==> config.mk <==
export PLATFORM = sky130hd
export DESIGN_NAME = mem_access_responder
export DESIGN_NICKNAME = d
export VERILOG_FILES = /design/src/rtl/mem_access_pkg.sv /design/src/rtl/mem_access_responder_wait_timer.sv /design/src/rtl/mem_access_responder.sv
export SDC_FILE = /design/constraint.sdc
export NUM_CORES = 1
export LEC_CHECK = 0
export ABC_AREA = 1
export CAP_MARGIN = 20
export CORE_UTILIZATION = 38
export CTS_CLUSTER_DIAMETER = 60
export DETAILED_ROUTE_END_ITERATION = 10
export GPL_ROUTABILITY_DRIVEN = 0
export PLACE_DENSITY_LB_ADDON = 0.3
export SKIP_CTS_REPAIR_TIMING = 1
export SYNTH_ARGS = -nofsm -noshare
export SYNTH_HDL_FRONTEND = slang
export SYNTH_SLANG_ARGS = --single-unit
==> constraint.sdc <==
create_clock -name clk -period 1.25 [get_ports clk]
set_input_delay 0.25 -clock clk [delete_from_list [all_inputs] [get_ports clk]]
set_output_delay 0.25 -clock clk [all_outputs]
set_load 0.005 [all_outputs]
==> src/rtl/mem_access_pkg.sv <==
// Shared types and default widths for the memory access responder and the
// synchronizer instances that feed it.
package mem_access_pkg;

    localparam int MEM_ADDR_WIDTH = 11;
    localparam int MEM_DATA_WIDTH = 32;
    localparam int TIMER_WIDTH    = 8;

    typedef enum logic [2:0] {
        IDLE,
        LD_CAP,
        LD_WAIT,
        LD_DONE,
        ST_CAP,
        ST_WAIT,
        ST_DONE
    } mem_access_state_t;

endpackage

==> src/rtl/mem_access_responder_wait_timer.sv <==
// Wait-state timer: cleared by load, counts up while run is high, and flags
// expiry once the count reaches LIMIT-1 (then holds there).
module wait_timer #(
    parameter int WIDTH = 8,
    parameter int LIMIT = 15
) (
    input  logic             clk,
    input  logic             resetn,
    input  logic             load,
    input  logic             run,
    output logic             expired,
    output logic [WIDTH-1:0] count
);

    assign expired = (count == WIDTH'(LIMIT - 1));

    always_ff @(posedge clk or negedge resetn) begin
        if (!resetn) begin
            count <= '0;
        end else if (load) begin
            count <= '0;
        end else if (run && !expired) begin
            count <= count + WIDTH'(1);
        end
    end

endmodule

==> src/rtl/mem_access_responder.sv <==
// Memory-side responder: converts 4-phase load/store request levels into one
// memory access each and returns a held acknowledge for safe re-crossing.
module mem_access_responder
    import mem_access_pkg::*;
#(
    parameter int ADDR_WIDTH = MEM_ADDR_WIDTH,
    parameter int DATA_WIDTH = MEM_DATA_WIDTH,
    parameter int TIMEOUT    = 15
) (
    input  logic                  clk,
    input  logic                  resetn,
    input  logic                  ld_req,
    input  logic [ADDR_WIDTH-1:0] ld_adrs,
    input  logic                  st_req,
    input  logic [ADDR_WIDTH-1:0] st_adrs,
    input  logic [DATA_WIDTH-1:0] st_data,
    output logic                  ld_ack,
    output logic [DATA_WIDTH-1:0] ld_data,
    output logic                  st_ack,
    output logic                  mem_r_en,
    output logic [ADDR_WIDTH-1:0] mem_r_adrs,
    input  logic                  mem_r_valid,
    input  logic [DATA_WIDTH-1:0] mem_r_data,
    output logic                  mem_w_en,
    output logic [ADDR_WIDTH-1:0] mem_w_adrs,
    output logic [DATA_WIDTH-1:0] mem_w_data,
    input  logic                  mem_w_valid,
    output logic                  err
);

    mem_access_state_t      state;
    logic                   tmr_load;
    logic                   tmr_run;
    logic                   tmr_expired;
    logic [TIMER_WIDTH-1:0] tmr_count;

    // One timer serves both wait states; it is cleared during the capture cycle.
    assign tmr_load = (state == LD_CAP) || (state == ST_CAP);
    assign tmr_run  = (state == LD_WAIT) || (state == ST_WAIT);

    wait_timer #(
        .WIDTH (TIMER_WIDTH),
        .LIMIT (TIMEOUT)
    ) u_wait_timer (
        .clk     (clk),
        .resetn  (resetn),
        .load    (tmr_load),
        .run     (tmr_run),
        .expired (tmr_expired),
        .count   (tmr_count)
    );

    always_ff @(posedge clk or negedge resetn) begin
        if (!resetn) begin
            state      <= IDLE;
            ld_ack     <= 1'b0;
            ld_data    <= '0;
            st_ack     <= 1'b0;
            mem_r_en   <= 1'b0;
            mem_r_adrs <= '0;
            mem_w_en   <= 1'b0;
            mem_w_adrs <= '0;
            mem_w_data <= '0;
            err        <= 1'b0;
        end else begin
            case (state)
                IDLE: begin
                    // Store has priority; a pending load is picked up afterwards.
                    if (st_req)      state <= ST_CAP;
                    else if (ld_req) state <= LD_CAP;
                end
                LD_CAP: begin
                    mem_r_adrs <= ld_adrs;
                    mem_r_en   <= 1'b1;
                    state      <= LD_WAIT;
                end
                LD_WAIT: begin
                    if (mem_r_valid) begin
                        ld_data  <= mem_r_data;
                        mem_r_en <= 1'b0;
                        ld_ack   <= 1'b1;
                        state    <= LD_DONE;
                    end else if (tmr_expired) begin
                        ld_data  <= '0;
                        err      <= 1'b1;
                        mem_r_en <= 1'b0;
                        ld_ack   <= 1'b1;
                        state    <= LD_DONE;
                    end
                end
                LD_DONE: begin
                    if (!ld_req) begin
                        ld_ack <= 1'b0;
                        state  <= IDLE;
                    end
                end
                ST_CAP: begin
                    mem_w_adrs <= st_adrs;
                    mem_w_data <= st_data;
                    mem_w_en   <= 1'b1;
                    state      <= ST_WAIT;
                end
                ST_WAIT: begin
                    if (mem_w_valid || tmr_expired) begin
                        if (!mem_w_valid) err <= 1'b1;
                        mem_w_en <= 1'b0;
                        st_ack   <= 1'b1;
                        state    <= ST_DONE;
                    end
                end
                ST_DONE: begin
                    if (!st_req) begin
                        st_ack <= 1'b0;
                        state  <= IDLE;
                    end
                end
                default: begin
                    state <= IDLE;
                end
            endcase
        end
    end

endmodule
Word-level counts from Yosys, hierarchy flattened. Index checks and enable logic that the tools add are counted.

Bits in registers: 102. Output and inout bits: 91. Word-level logic and storage cells: 75.

Add/subtract/negate cells: 1. Reductions and logical operators: 20. Mux-type cells: 28. Eq/ne operators: 15.

Operators with widths (number): 32-bit two-way mux (2); 3-bit two-way mux (7); 3-bit case mux with 7 select lines (1); 8-bit two-way mux (2); 2-bit nonzero test (7); 1-bit two-way mux (11); 2-bit inequality test (second input constant) (5); 1-bit case mux with 2 select lines (5); 5-bit AND reduction (2); 3-bit equality test (second input constant) (3); 8-bit by 1-bit adder with 8-bit output (second input constant) (1); 8-bit by 4-bit equality test with 1-bit output (second input constant) (1); 3-bit by 2-bit equality test with 1-bit output (second input constant) (2); 3-bit inequality test (second input constant) (2); 2-bit AND reduction (3); 3-bit AND reduction (2); 3-bit by 1-bit equality test with 1-bit output (second input constant) (1); 3-bit zero test (1); 1-bit logical OR (3); 2-bit by 1-bit inequality test with 1-bit output (second input constant) (1); 1-bit logical AND (1); 1-bit zero test (1).

Depth between registers and ports, before layout.
Word-level depth: 5. Depth in mapped cells: 10.

By module. A second synthesis with hierarchy kept.

Cells, all modules: 384. Area, all modules: 4246.6 sq um.

By module, submodules not included: mem_access_responder (times used 1, cells an instance 316, sequential area each 2352.3 sq um, area an instance 3746.1 sq um); wait_timer (times used 1, cells an instance 68, sequential area each 200.2 sq um, area an instance 500.5 sq um).

Worst setup path before layout. Ideal clock, no wire load.

Path kind: reg2reg. Start point: register u_wait_timer.count[0]. End point: register state[2]. Data required time: 1.133 ns. Setup slack: -0.111 ns. Data arrival time: 1.244 ns. Stages on the path, launching flop included: 10. Clock period less this slack: 1.361 ns. Cells stage by stage: dfrtp_1 inv_1 ha_1 nand2_1 nor2_1 nand2_1 nand3_1 nand3_1 nand2_1 nand2_1.

Word-level cells in the longest chain between the ends: 4.

Ends and longest elaborated chain: start: declaration (RTL line mem_access_responder_wait_timer.sv:12) `output logic [WIDTH-1:0] count`; start signal: assignment (RTL line mem_access_responder_wait_timer.sv:23) `count <= count + WIDTH'(1);`; 8-bit by 4-bit equality test with 1-bit output (*) (RTL line mem_access_responder_wait_timer.sv:15) `assign expired = (count == WIDTH'(LIMIT - 1));`; 1-bit logical OR (RTL line mem_access_responder.sv:104) `if (mem_w_valid || tmr_expired) begin`; 2-bit by 1-bit inequality test with 1-bit output (no line); 5-bit AND reduction (no line) (*); end signal: assignment (RTL line mem_access_responder.sv:101) `state <= ST_WAIT;`; end signal: assignment (RTL line mem_access_responder.sv:108) `state <= ST_DONE;`; end signal: assignment (RTL line mem_access_responder.sv:114) `state <= IDLE;`; end: declaration (RTL line mem_access_responder.sv:31) `mem_access_state_t state;`.

Mark *: on every way between the ends. The rest lies on a longest branch, timed or not. A chain may end at the register's enable or synchronous reset.

Worst setup path after layout.
Start point: register u_wait_timer.count[1]. End point: register u_wait_timer.count[5].

Word-level cells in the longest chain between the ends: 4.

Ends and longest elaborated chain: parallel branches: the longest is 4 deep, another holds 8-bit by 1-bit adder with 8-bit output.

Several ways; the timed one is not identified. The select of a mux whose other input is x is not followed.

==> impl_metrics.json <==
{
  "globalRouteOverflowTotal": 0,
  "slew-limit-headroom_pct": 67.5,
  "grt_max_degree": 64,
  "drv_cap": 0,
  "grt_pass1_vias": 4084,
  "fp.dieH_um": 108,
  "crit_top_cell": "nor2_1",
  "max_freq_mhz": 664,
  "hp-class": "in2reg",
  "cp.required_ns": 1.55,
  "period_share_pct": 120,
  "setup_viol": 81,
  "syn2layout_area_growth_pct": 81.7,
  "crit_fanout": 3,
  "cts_buffer_depth": 2,
  "hp-start": "st_adrs[8]",
  "core_mm2": 0.0108,
  "cts.clk_slew.worst_paths_ns": 0.10,
  "min_period_ns": 1.51,
  "min_to": "mem_w_adrs[8]",
  "die_area_mm2": 0.0116,
  "worstMarginPinSlew_ns": 0.488,
  "grt_pass1_wl_um": 18300,
  "end_kind": "flop",
  "drtPass1Iterations": 7,
  "status": "finished, violations left",
  "drtIter0Drc": 214,
  "rows": 38,
  "viasPerCell": 4.75,
  "fill_cells": 819,
  "clock_sinks": 102,
  "start_util_pct": 39.1,
  "yosysSeqAreaShare_pct": 60.2,
  "synth_cells": 497,
  "io_buffers": 182,
  "r2r-start": "u_wait_timer.count[1]",
  "clock-root-buffer": "clkbuf_8",
  "cts-buffers-inserted": 9,
  "synth_nets": 591,
  "hold_depth": 3,
  "fp.dieW_um": 108,
  "ys_ff_latch": 102,
  "cts-htree-levels": 3,
  "vdd_drop_max_uv": 1310,
  "critPathKind": "reg2reg",
  "failed_checks": "setup timing",
  "r2r.worst_path.cells": 9,
  "n_antenna_cell": 0,
  "fin_ws_ns": -0.256,
  "tritoncts": "done",
  "drcViolationCount": 0,
  "slowest_stage": "dfrtp_1",
  "total_leakage_power_uw": 0.00466,
  "path_cells": "buf_6 -> buf_6 -> nand3_2 -> buf_4 -> nor2_1 -> nor2_1 -> nor2_1 -> nand3_2 -> o21ai_1",
  "num_vias": 4209,
  "synth_area_per_cell_um2": 8.53,
  "p_per_area_mw_per_mm2": 2210,
  "drive_gt1_share_pct": 25.3,
  "yosys-top-cells-area": "dfrtp_1 (60%), nand2_1 (26%), nor2_1 (1.3%)",
  "wl_per_cell_um": 14.8,
  "rsz0062_at_grt": "true",
  "dp_hpwl_um": 8100,
  "whs_ns": 0.401,
  "fin_setup_tns_ns": -8.60,
  "startpoint_type": "flop",
  "clk_latency_ns": 0.37,
  "layout.nets": 836,
  "synth_top_cell_by_area": "dfrtp_1",
  "r2r-end": "u_wait_timer.count[5]",
  "finalClockSkew_ns": 0.0171,
  "multiInputGateArea_mm2": 0.00192,
  "synth_top_area_share_pct": 60.2,
  "arrival_ns": 1.80,
  "cp_slowest_stage_delay_ns": 0.42,
  "antenna_found_initial": 0,
  "ys.warnings.count": 0,
  "register_area_mm2": 0.00256,
  "track_usage_pct": 20.1,
  "io_pins": 183,
  "syn_area_mm2": 0.00424,
  "pre_cts_ws_ns": -0.392,
  "reg2reg_slack_ns": -0.26,
  "ys_types": 29,
  "final_antenna_net_count": 0,
  "drt_wl_total_um": 13200,
  "final_hold_viol_count": 0,
  "drv_slew": 0
}
logic make-up (layout without fill, tap and decap cells):
kind of cell,Yosys count,count (layout),synth area share (%)
xor gates and xnor gates,2,2,0.413
and+or+nand+nor,340,340,32.6
adders and majority gates,2,2,0.590
buffers and inverters,37,287,4.31
DFF,102,102,60.2
AOI/OAI and AO/OA,14,14,1.86
where the power goes:
group	leakage [uW]	internal (uW)	switching (uW)
registers	0.00126	4800	1020
logic	0.00331	5110	4200
clock network	0.0000792	788	1130
total	0.00466	10700	6360
layer usage:
metal,vias to the layer above,track usage (%),share of wire (%)
met5,-,0,0
met4,0,6.46,1.0
met2,145,34.0,52
li1,2011,-,-
met3,12,7.08,7.6
met1,2041,23.7,40
cell usage after synthesis (all sizes together):
master / number
nand2: 300
dfrtp: 102
inv: 20
nor2: 19
nand3: 13
buf: 12
o21ai: 10
clkbuf: 5
nand4: 5
a21oi: 2
ha: 2
xor2: 2
nand3b: 1
nor3: 1
o21a: 1
o31ai: 1
or2: 1
state kept, by name, indices dropped and copies added, names as in the netlist:
register            count
ld_data                32
mem_w_data             32
mem_r_adrs             11
mem_w_adrs             11
u_wait_timer.count      8
state                   3
err                     1
ld_ack                  1
mem_r_en                1
mem_w_en                1
st_ack                  1
layout by cell type, fill, tap and decap left out, types with 4 or more instances in the layout:
cell	Yosys	routed
nor2_4	1	6
nand2_1	295	237
buf_12	0	7
nor2_1	15	10
nand3_2	2	5
nand4_1	5	5
o21ai_2	1	4
inv_2	5	5
nand2_4	4	21
dlymetal6s2s_1	0	86
nand3_1	11	5
clkbuf_16	0	6
clkdlybuf4s50_1	0	90
inv_1	14	12
dfrtp_2	0	4
dfrtp_1	102	98
clkbuf_2	0	5
nand2_2	1	39
buf_4	3	45
clkbuf_8	0	10
buf_6	3	8
worst max path at each step:
stage / from / end / slack [ns] / cells past startpoint
6_report: u_wait_timer.count[1] / u_wait_timer.count[5] / -0.26 / 9
5_1_grt: u_wait_timer.count[1] / u_wait_timer.count[5] / -0.33 / 9
4_1_cts: st_ack / st_ack / -0.33 / 1
3_5_place_dp: st_req / state[0] / -0.39 / 9
3_3_place_gp: st_req / state[0] / -0.25 / 9
2_1_floorplan: state[0] / u_wait_timer.count[6] / 0.004 / 9
final cells by class:
class	count	share of cell area, %
inverters	20	1.33
multi-input cells	358	24.9
clock buffers	12	1.88
well taps	140	2.27
repair buffers	251	36.0
flip-flops and latches	102	33.2
clock inverters	4	0.406
through the flow:
stage          util [%]  power (uW)  area (um2)  cells
6_report           71.1       17000        7700    887
5_1_grt            71.1       18200        7700    887
4_1_cts            61.1       15000        6630    845
3_5_place_dp       59.5       13000        6450    829
3_3_place_gp       59.5       12700        6450    829
2_1_floorplan         -        8640        4290    497
worst max-delay path, delay by kind of cell, from the launching register on:
| kind | cells | cell delay [ns] |
|---|---|---|
| buffers and inverters | 3 | 0.38 |
| AO/OA/AOI/OAI | 1 | 0.09 |
| AND/OR/NAND/NOR | 5 | 0.55 |
| flip-flops | 1 | 0.42 |
Power figures use the tool's default switching activity.
